==> src/rtl/uart_pkg.sv <==
// Shared UART constants and the arbiter state encoding.
// Baud-derived values assume a 50 MHz system clock and 115200 baud.
package uart_pkg;

    localparam int unsigned CLK_HZ       = 50_000_000;
    localparam int unsigned BAUD         = 115_200;
    localparam int unsigned BIT_TIME     = CLK_HZ / BAUD;   // clk cycles per UART bit
    localparam int unsigned BAUD_CNT_MAX = BIT_TIME - 1;

    // Ten bit times is one full 8N1 character.
    localparam logic [31:0] IDLE_TIMEOUT_DEF = 32'(10 * BIT_TIME);

    typedef enum logic {
        IDLE = 1'b0,
        BUSY = 1'b1
    } arb_state_e;

endpackage

==> src/rtl/rr_pick.sv <==
// Combinational round-robin picker: first set request at or above ptr_i,
// wrapping around; returns one-hot grant, its index and an any-request flag.
module rr_pick #(
    parameter int N    = 4,
    parameter int ID_W = $clog2(N)
) (
    input  logic [N-1:0]    req_i,
    input  logic [ID_W-1:0] ptr_i,
    output logic [N-1:0]    grant_o,
    output logic [ID_W-1:0] idx_o,
    output logic            any_o
);

    always_comb begin : pick
        int              j;
        logic [ID_W-1:0] cand;
        // NOTE: every output of a combinational block gets a default before any
        // conditional assignment, otherwise a latch is inferred.
        grant_o = '0;
        idx_o   = '0;
        any_o   = 1'b0;
        j       = 0;
        cand    = '0;
        for (int i = 0; i < N; i++) begin
            j = int'(ptr_i) + i;
            if (j >= N) j = j - N;
            cand = ID_W'(j);
            if (!any_o && req_i[cand]) begin
                any_o         = 1'b1;
                grant_o[cand] = 1'b1;
                idx_o         = cand;
            end
        end
    end

endmodule

==> src/rtl/uart_tx_arbiter.sv <==
// Packet-locked round-robin arbiter sharing one UART TX among NUM_REQ byte
// streams, with an idle watchdog that releases a requester stalled mid-packet.
module uart_tx_arbiter
    import uart_pkg::*;
#(
    parameter int          NUM_REQ      = 4,
    parameter logic [31:0] IDLE_TIMEOUT = IDLE_TIMEOUT_DEF,
    parameter int          ID_W         = $clog2(NUM_REQ)
) (
    input  logic                 clk,
    input  logic                 rst_n,
    input  logic [NUM_REQ-1:0]   req_valid_i,
    input  logic [8*NUM_REQ-1:0] req_data_i,
    input  logic [NUM_REQ-1:0]   req_last_i,
    output logic [NUM_REQ-1:0]   req_ready_o,
    output logic                 tx_valid_o,
    output logic [7:0]           tx_data_o,
    input  logic                 tx_ready_i,
    output logic [NUM_REQ-1:0]   grant_o,
    output logic                 busy_o,
    output logic                 abort_o,
    output logic [ID_W-1:0]      abort_id_o
);

    arb_state_e         state_q, state_d;
    logic [NUM_REQ-1:0] grant_q, grant_d;
    logic [ID_W-1:0]    owner_q, owner_d;
    logic [ID_W-1:0]    ptr_q, ptr_d;
    logic [31:0]        wd_cnt_q, wd_cnt_d;
    logic               abort_q, abort_d;
    logic [ID_W-1:0]    abort_id_q, abort_id_d;

    logic [NUM_REQ-1:0] pick_grant;
    logic [ID_W-1:0]    pick_idx;
    logic               pick_any;

    logic               busy;
    logic               owner_valid;
    logic               xfer;
    logic [ID_W-1:0]    ptr_next;

    rr_pick #(
        .N    (NUM_REQ),
        .ID_W (ID_W)
    ) u_pick (
        .req_i   (req_valid_i),
        .ptr_i   (ptr_q),
        .grant_o (pick_grant),
        .idx_o   (pick_idx),
        .any_o   (pick_any)
    );

    assign busy        = (state_q == BUSY);
    assign owner_valid = req_valid_i[owner_q];
    assign xfer        = busy && owner_valid && tx_ready_i;
    assign ptr_next    = (owner_q == ID_W'(NUM_REQ - 1)) ? '0 : owner_q + 1'b1;

    // Datapath: the owner's stream is passed straight through while busy.
    always_comb begin
        tx_data_o   = '0;
        req_ready_o = '0;
        if (busy) begin
            req_ready_o[owner_q] = tx_ready_i;
            for (int k = 0; k < NUM_REQ; k++) begin
                if (owner_q == ID_W'(k)) tx_data_o = req_data_i[8*k +: 8];
            end
        end
    end

    assign tx_valid_o = busy && owner_valid;
    assign grant_o    = grant_q;
    assign busy_o     = busy;
    assign abort_o    = abort_q;
    assign abort_id_o = abort_id_q;

    always_comb begin
        state_d    = state_q;
        grant_d    = grant_q;
        owner_d    = owner_q;
        ptr_d      = ptr_q;
        wd_cnt_d   = wd_cnt_q;
        abort_d    = 1'b0;
        abort_id_d = abort_id_q;
        case (state_q)
            IDLE: begin
                if (pick_any) begin
                    state_d  = BUSY;
                    grant_d  = pick_grant;
                    owner_d  = pick_idx;
                    wd_cnt_d = '0;
                end
            end
            BUSY: begin
                if (xfer) begin
                    wd_cnt_d = '0;
                    if (req_last_i[owner_q]) begin
                        state_d = IDLE;
                        grant_d = '0;
                        ptr_d   = ptr_next;
                    end
                end else if (!owner_valid) begin
                    // Only a silent owner feeds the watchdog; a downstream stall holds it.
                    if (wd_cnt_q == IDLE_TIMEOUT - 32'd1) begin
                        state_d    = IDLE;
                        grant_d    = '0;
                        ptr_d      = ptr_next;
                        wd_cnt_d   = '0;
                        abort_d    = 1'b1;
                        abort_id_d = owner_q;
                    end else begin
                        wd_cnt_d = wd_cnt_q + 32'd1;
                    end
                end
            end
            default: state_d = IDLE;
        endcase
    end

    // NOTE: sequential state uses non-blocking assignments so every register
    // samples its next value from the same pre-edge snapshot.
    always_ff @(posedge clk or negedge rst_n) begin
        if (!rst_n) begin
            state_q    <= IDLE;
            grant_q    <= '0;
            owner_q    <= '0;
            ptr_q      <= '0;
            wd_cnt_q   <= '0;
            abort_q    <= 1'b0;
            abort_id_q <= '0;
        end else begin
            state_q    <= state_d;
            grant_q    <= grant_d;
            owner_q    <= owner_d;
            ptr_q      <= ptr_d;
            wd_cnt_q   <= wd_cnt_d;
            abort_q    <= abort_d;
            abort_id_q <= abort_id_d;
        end
    end

endmodule

==> config.mk <==
export PLATFORM = sky130hd
export DESIGN_NAME = uart_tx_arbiter
export DESIGN_NICKNAME = d
export VERILOG_FILES = /design/src/rtl/uart_pkg.sv /design/src/rtl/rr_pick.sv /design/src/rtl/uart_tx_arbiter.sv
export SDC_FILE = /design/constraint.sdc
export NUM_CORES = 1
export LEC_CHECK = 0
export ABC_AREA = 1
export CORE_UTILIZATION = 55
export DETAILED_ROUTE_END_ITERATION = 16
export GPL_ROUTABILITY_DRIVEN = 1
export PLACE_DENSITY = 0.89
export SYNTH_ARGS = -nofsm -noshare
export SYNTH_HDL_FRONTEND = slang
export SYNTH_SLANG_ARGS = --single-unit
==> constraint.sdc <==
create_clock -name clk -period 2.55 [get_ports clk]
set_clock_uncertainty 0.15 [all_clocks]
set_input_delay 0.51 -clock clk [delete_from_list [all_inputs] [get_ports clk]]
set_output_delay 0.51 -clock clk [all_outputs]
set_load 0.01 [all_outputs]
# Yosys cells after proc, flatten, opt, wreduce, memory -nomap -nowiden

Index checks and enable logic that the tools add are counted.

Order comparisons: 14
Muxes and demuxes: 70
Reduce and logical (&&, ||, !) cells: 20
Eq/ne operators: 10
Bitwise gates (word level): 7
Add/subtract/negate cells: 9

Operators by type and width:

| operator                | number |
|---|---|
| $mux W32                | 4 |
| $pmux W32 S2            | 1 |
| $mux W4                 | 10 |
| $mux W8                 | 5 |
| $add A32 B1 Y32 const B | 1 |
| $eq A32 B13 Y1 const B  | 1 |
| $mux W2                 | 13 |
| $mux W1                 | 24 |
| $lt A2 B3 Y1 const B    | 5 |
| $bmux W1 S2             | 6 |
| $or A4 B4 Y4            | 3 |
| $reduce_and A4 Y1       | 3 |
| $demux W1 S2            | 5 |
| $ge A2 B1 Y1 const B    | 5 |
| $logic_and A1 B1 Y1     | 10 |
| $ge A3 B3 Y1 const B    | 3 |
| $pmux W4 S2             | 1 |
| $sub A2 B1 Y2 const B   | 4 |
| $add A2 B2 Y3 const B   | 2 |
| $ne A3 B2 Y1 const B    | 2 |
| $and A4 B4 Y4           | 1 |
| $eq A2 B2 Y1 const B    | 2 |
| $ne A2 B1 Y1 const B    | 2 |
| $reduce_and A2 Y1       | 2 |
| other kinds (11)        | 15 |

Output and inout port bits: 21
Register bits after elaboration: 44
Bits of input ports: 43
Word-level logic and storage cells: 137

# Depth between registers and ports, before layout

Depth in word-level cells: 16
Gate-level depth with buffers: 13
Mapped depth without buffers: 12

# By module

Synthesis repeated with hierarchy kept, for this count alone.

Cell total of the unflattened synthesis: 601
Area total of the unflattened synthesis: 3802.4 µm²

By module, submodules not included:

| module          | cells an instance | instances | area an instance (µm²) | sequential area each (µm²) |
|---|---|---|---|---|
| uart_tx_arbiter | 527               | 1         | 3362.0                 | 1101.1 |
| rr_pick         | 74                | 1         | 440.4                  | 0.0 |

# Least setup slack after synthesis

Ideal clock, no wire load.

Path kind: register to output
Start: reg owner_q[1]
End: out tx_data_o[6]
Slack: 0.355 ns
Buffers on the path: 1
Stages on the path, launching flop included: 9
Arrival time: 1.535 ns
Cell sequence: dfrtp_1 -> inv_1 -> ha_1 -> clkbuf_1 -> clkinv_1 -> nor2_1 -> o21ai_0 -> o21ai_0 -> a21oi_1

Longest elaborated chain between the ends: 6
Elaborated cells between the ends (all ways): 9
Classes of those cells: 3 x eq/ne; 5 x mux; 1 x reduce/logical

RTL lines:

| what                   | line                   | source |
|---|---|---|
| start, declared        | uart_tx_arbiter.sv:27  | `logic [ID_W-1:0] owner_q, owner_d;` |
| start signal, assigned | uart_tx_arbiter.sv:133 | `owner_q <= owner_d;` |
| $logic_not A2 Y1       | uart_tx_arbiter.sv:65  | `if (owner_q == ID_W'(k)) tx_data_o = req_data_i[8*k +: 8];` |
| $mux W8 (3 in a row)   | uart_tx_arbiter.sv:65  |  |
| $mux W8 *              | uart_tx_arbiter.sv:65  |  |
| $mux W8 *              | uart_tx_arbiter.sv:62  | `if (busy) begin` |
| end, declared          | uart_tx_arbiter.sv:17  | `output logic [7:0] tx_data_o,` |

Every way passes the cells marked *; elsewhere a longest branch is shown, timed or not.

# Final worst setup path

Start: reg owner_q[1]
End: out tx_data_o[0]

The elaborated chain is that of the path after synthesis.

==> flow_metrics.tcl <==
set metrics [dict create \
    synthesis.yosys.warnings 0 \
    maxCapViolations 0 \
    final-max-slew-violation-count 0 \
    place_hpwl_um 8950 \
    grt_setup_unrepaired "yes" \
    via_count_of_the_first_global_routing_pass 4396 \
    postCtsHoldBufs 0 \
    wl_um 11800 \
    placeableCoreArea_um2 7250 \
    postSynthCellCount 672 \
    antenna_violating_nets_post_route 0 \
    n_antenna_cell 0 \
    cp-end-kind "output pin" \
    period_utilization_post_route_pct 98.1 \
    areaGrowthSynthToFinish_pct 22.6 \
    fin_ws_ns 0.0478 \
    final_hold_vios 14 \
    mappedNetlistNets 728 \
    placementRows 31 \
    drive_gt1_share_pct 14.5 \
    cts-root-to-sink-buffers 2 \
    path_clk_slew_ns 0.09 \
    tritoncts "built" \
    design.die.area_um2 7870 \
    nets 807 \
    htreeDepth 2 \
    synth.cell_area_um2 4140 \
    final_period_minus_worst_setup_slack_ns 2.50 \
    p_leak_uw 0.00242 \
    die_width_um 88.7 \
    synthesis.area_per_instance_um2 6.16 \
    drt_drc_violations_left 0 \
    average_detailed_routed_wire_length_per_instance_um 13.9 \
    run_status "finished, violations left" \
    multi_input_area_um2 2700 \
    required_ns 1.89 \
    dp_worst_setup_slack_ns -0.167 \
    slew_headroom_pct 68.9 \
    min-delay-path-class "input port to asynchronous set/reset pin" \
    insertion_delay_ns 0.32 \
    vias 4612 \
    hold-worst-slack_ns -0.0125 \
    most-common-layout-cells "nand2_1, nor2_1, nand3_1" \
    avgViaCountPerCell 5.42 \
    globalRouteTotalUtil_pct 32.0 \
    seqCellArea_um2 1100 \
    ys_seq_area_share_pct 26.6 \
    cp-start-kind "flip-flop" \
    finalNonFillerCells 851 \
    antenna_violations_before_repair 0 \
    critPathMaxFanout 8 \
    layout.filler_cells 602 \
    clockRootBuffer "clkbuf_8" \
    synth_largest_area_cell "dfrtp_1" \
    global_route.overflow_total 0 \
    achievable-frequency_mhz 400 \
    cp_data_arrival_time_ns 1.84 \
    postSynthRegisterBits 44 \
    cts_setup_buffers 0 \
    drt_pre_antenna_iters 5 \
    gp_congestion 0.928 \
    criticalPathCategory "flip-flop to output pin" \
    netlist_top_cells_area "dfrtp_1, nand2_1, nor2_1" \
    initial_utilization_pct 57.0 \
    dp.cells 843 \
    finalSetupViolations 0 \
    maximum_number_of_pins_on_one_net_before_global_route_repair 38 \
    io_pins 64 \
    numPortBuffers 63 \
    power_density_nw_per_um2 792 \
    die_y_um 88.7 \
    fin_tns_setup_ns 0 \
    cts-buffers-inserted 5 \
    grt_pass1_wl_um 19900 \
    initialDrtViolationCount 320 \
    synth.lib_cells_used.distinct 29 \
    placed_cell_area_um2 4990 \
    yosys.area.top_type_share_pct 26.6 \
    cts_sinks 44 \
    peakVddDrop_v 0.000908 \
    failed_checks "negative hold slack" \
    layout_commonest_cell "nand2_1" \
    max_slew.worst_pin.slew_ns 0.467 \
    final_area_um2 5070 \
]
synthesized netlist by cell type (all sizes together):
cell type  instances
a21oi             17
buf               15
a21boi             5
nand3b             1
clkbuf             9
clkinv             1
nand4              8
dfrtp             44
nand3             96
nand2            240
inv               48
xnor2              3
nor2             123
ha                13
or2                6
nor3               5
xor2               5
o211ai             1
o21ai             32
flip-flops by register name, summed over array words and instances (netlist names):
name        cells
abort_id_o      2
wd_cnt_q       32
grant_o         4
busy_o          1
abort_o         1
ptr_q           2
owner_q         2
cell type report:
| class | instances | area share, % |
|---|---|---|
| tap | 99 | 2.44 |
| timing repair buffer | 96 | 17.2 |
| multi-input combinational | 555 | 53.2 |
| clock buffer | 5 | 1.36 |
| sequential | 44 | 21.7 |
| clock inverter | 3 | 0.370 |
| inverter | 49 | 3.65 |
per-stage QoR:
step | hold slack (ns) | util [%] | power [µW]
after floorplan | 0.0644 | - | 2580
final | -0.0125 | 70.0 | 4020
after detailed placement | 0.318 | 68.7 | 3520
after CTS | 0.00945 | 70.0 | 3940
after global placement | 0.311 | 68.7 | 3420
after global routing | 0.0406 | 70.0 | 4310
power by group:
group	internal (µW)	switching, µW	total [µW]
registers	778	93.2	871
clock network	191	264	455
logic	989	1700	2690
cells by family (layout without fill, tap and decap cells):
group,Yosys count,in the layout,synth area share (%)
simple gates,479,479,51.7
buf+inv,73,153,8.83
compound gates,55,55,7.20
flops,44,44,26.6
fa+ha+maj,13,13,3.93
xor+xnor,8,8,1.69
worst max-delay path: stages, from the launching register on:
cell             delay (ns)
dfrtp_1                0.40
inv_2                  0.10
ha_2                   0.21
buf_6                  0.14
a21oi_1                0.04
o21ai_0                0.15
o21ai_1                0.11
a21oi_1                0.13
clkdlybuf4s15_2        0.24
worst paths after layout:
path                                   startpoint                      end  slack, ns  depth (start not counted)
hold reg to reg            grant_o[3]$_DFFE_PN0P_   grant_o[3]$_DFFE_PN0P_       0.34                          2
min in group clk           grant_o[3]$_DFFE_PN0P_   grant_o[3]$_DFFE_PN0P_       0.34                          2
max in group asynchronous                   rst_n         busy_o$_DFF_PN0_       1.56                          2
setup / recovery           owner_q[1]$_DFFE_PN0P_             tx_data_o[0]       0.05                          8
hold / removal                              rst_n        abort_o$_DFF_PN0_      -0.01                          1
setup reg to reg             ptr_q[1]$_DFFE_PN0P_  wd_cnt_q[2]$_DFFE_PN0P_       0.22                         12
metal layers:
metal,global-route usage (%),routed length (µm),vias to the layer above
met5,0,0,-
met4,12.5,331,0
met3,4.76,640,37
met2,52.2,5510,164
met1,42.6,5310,2104
li1,-,-,2307
what timing repair did:
item                       4_1_cts  5_1_grt
gates resized for setup         33       28
pin swaps                        0        7
setup endpoints to repair       12       22
No activity file was read; power rests on OpenSTA's default activity.
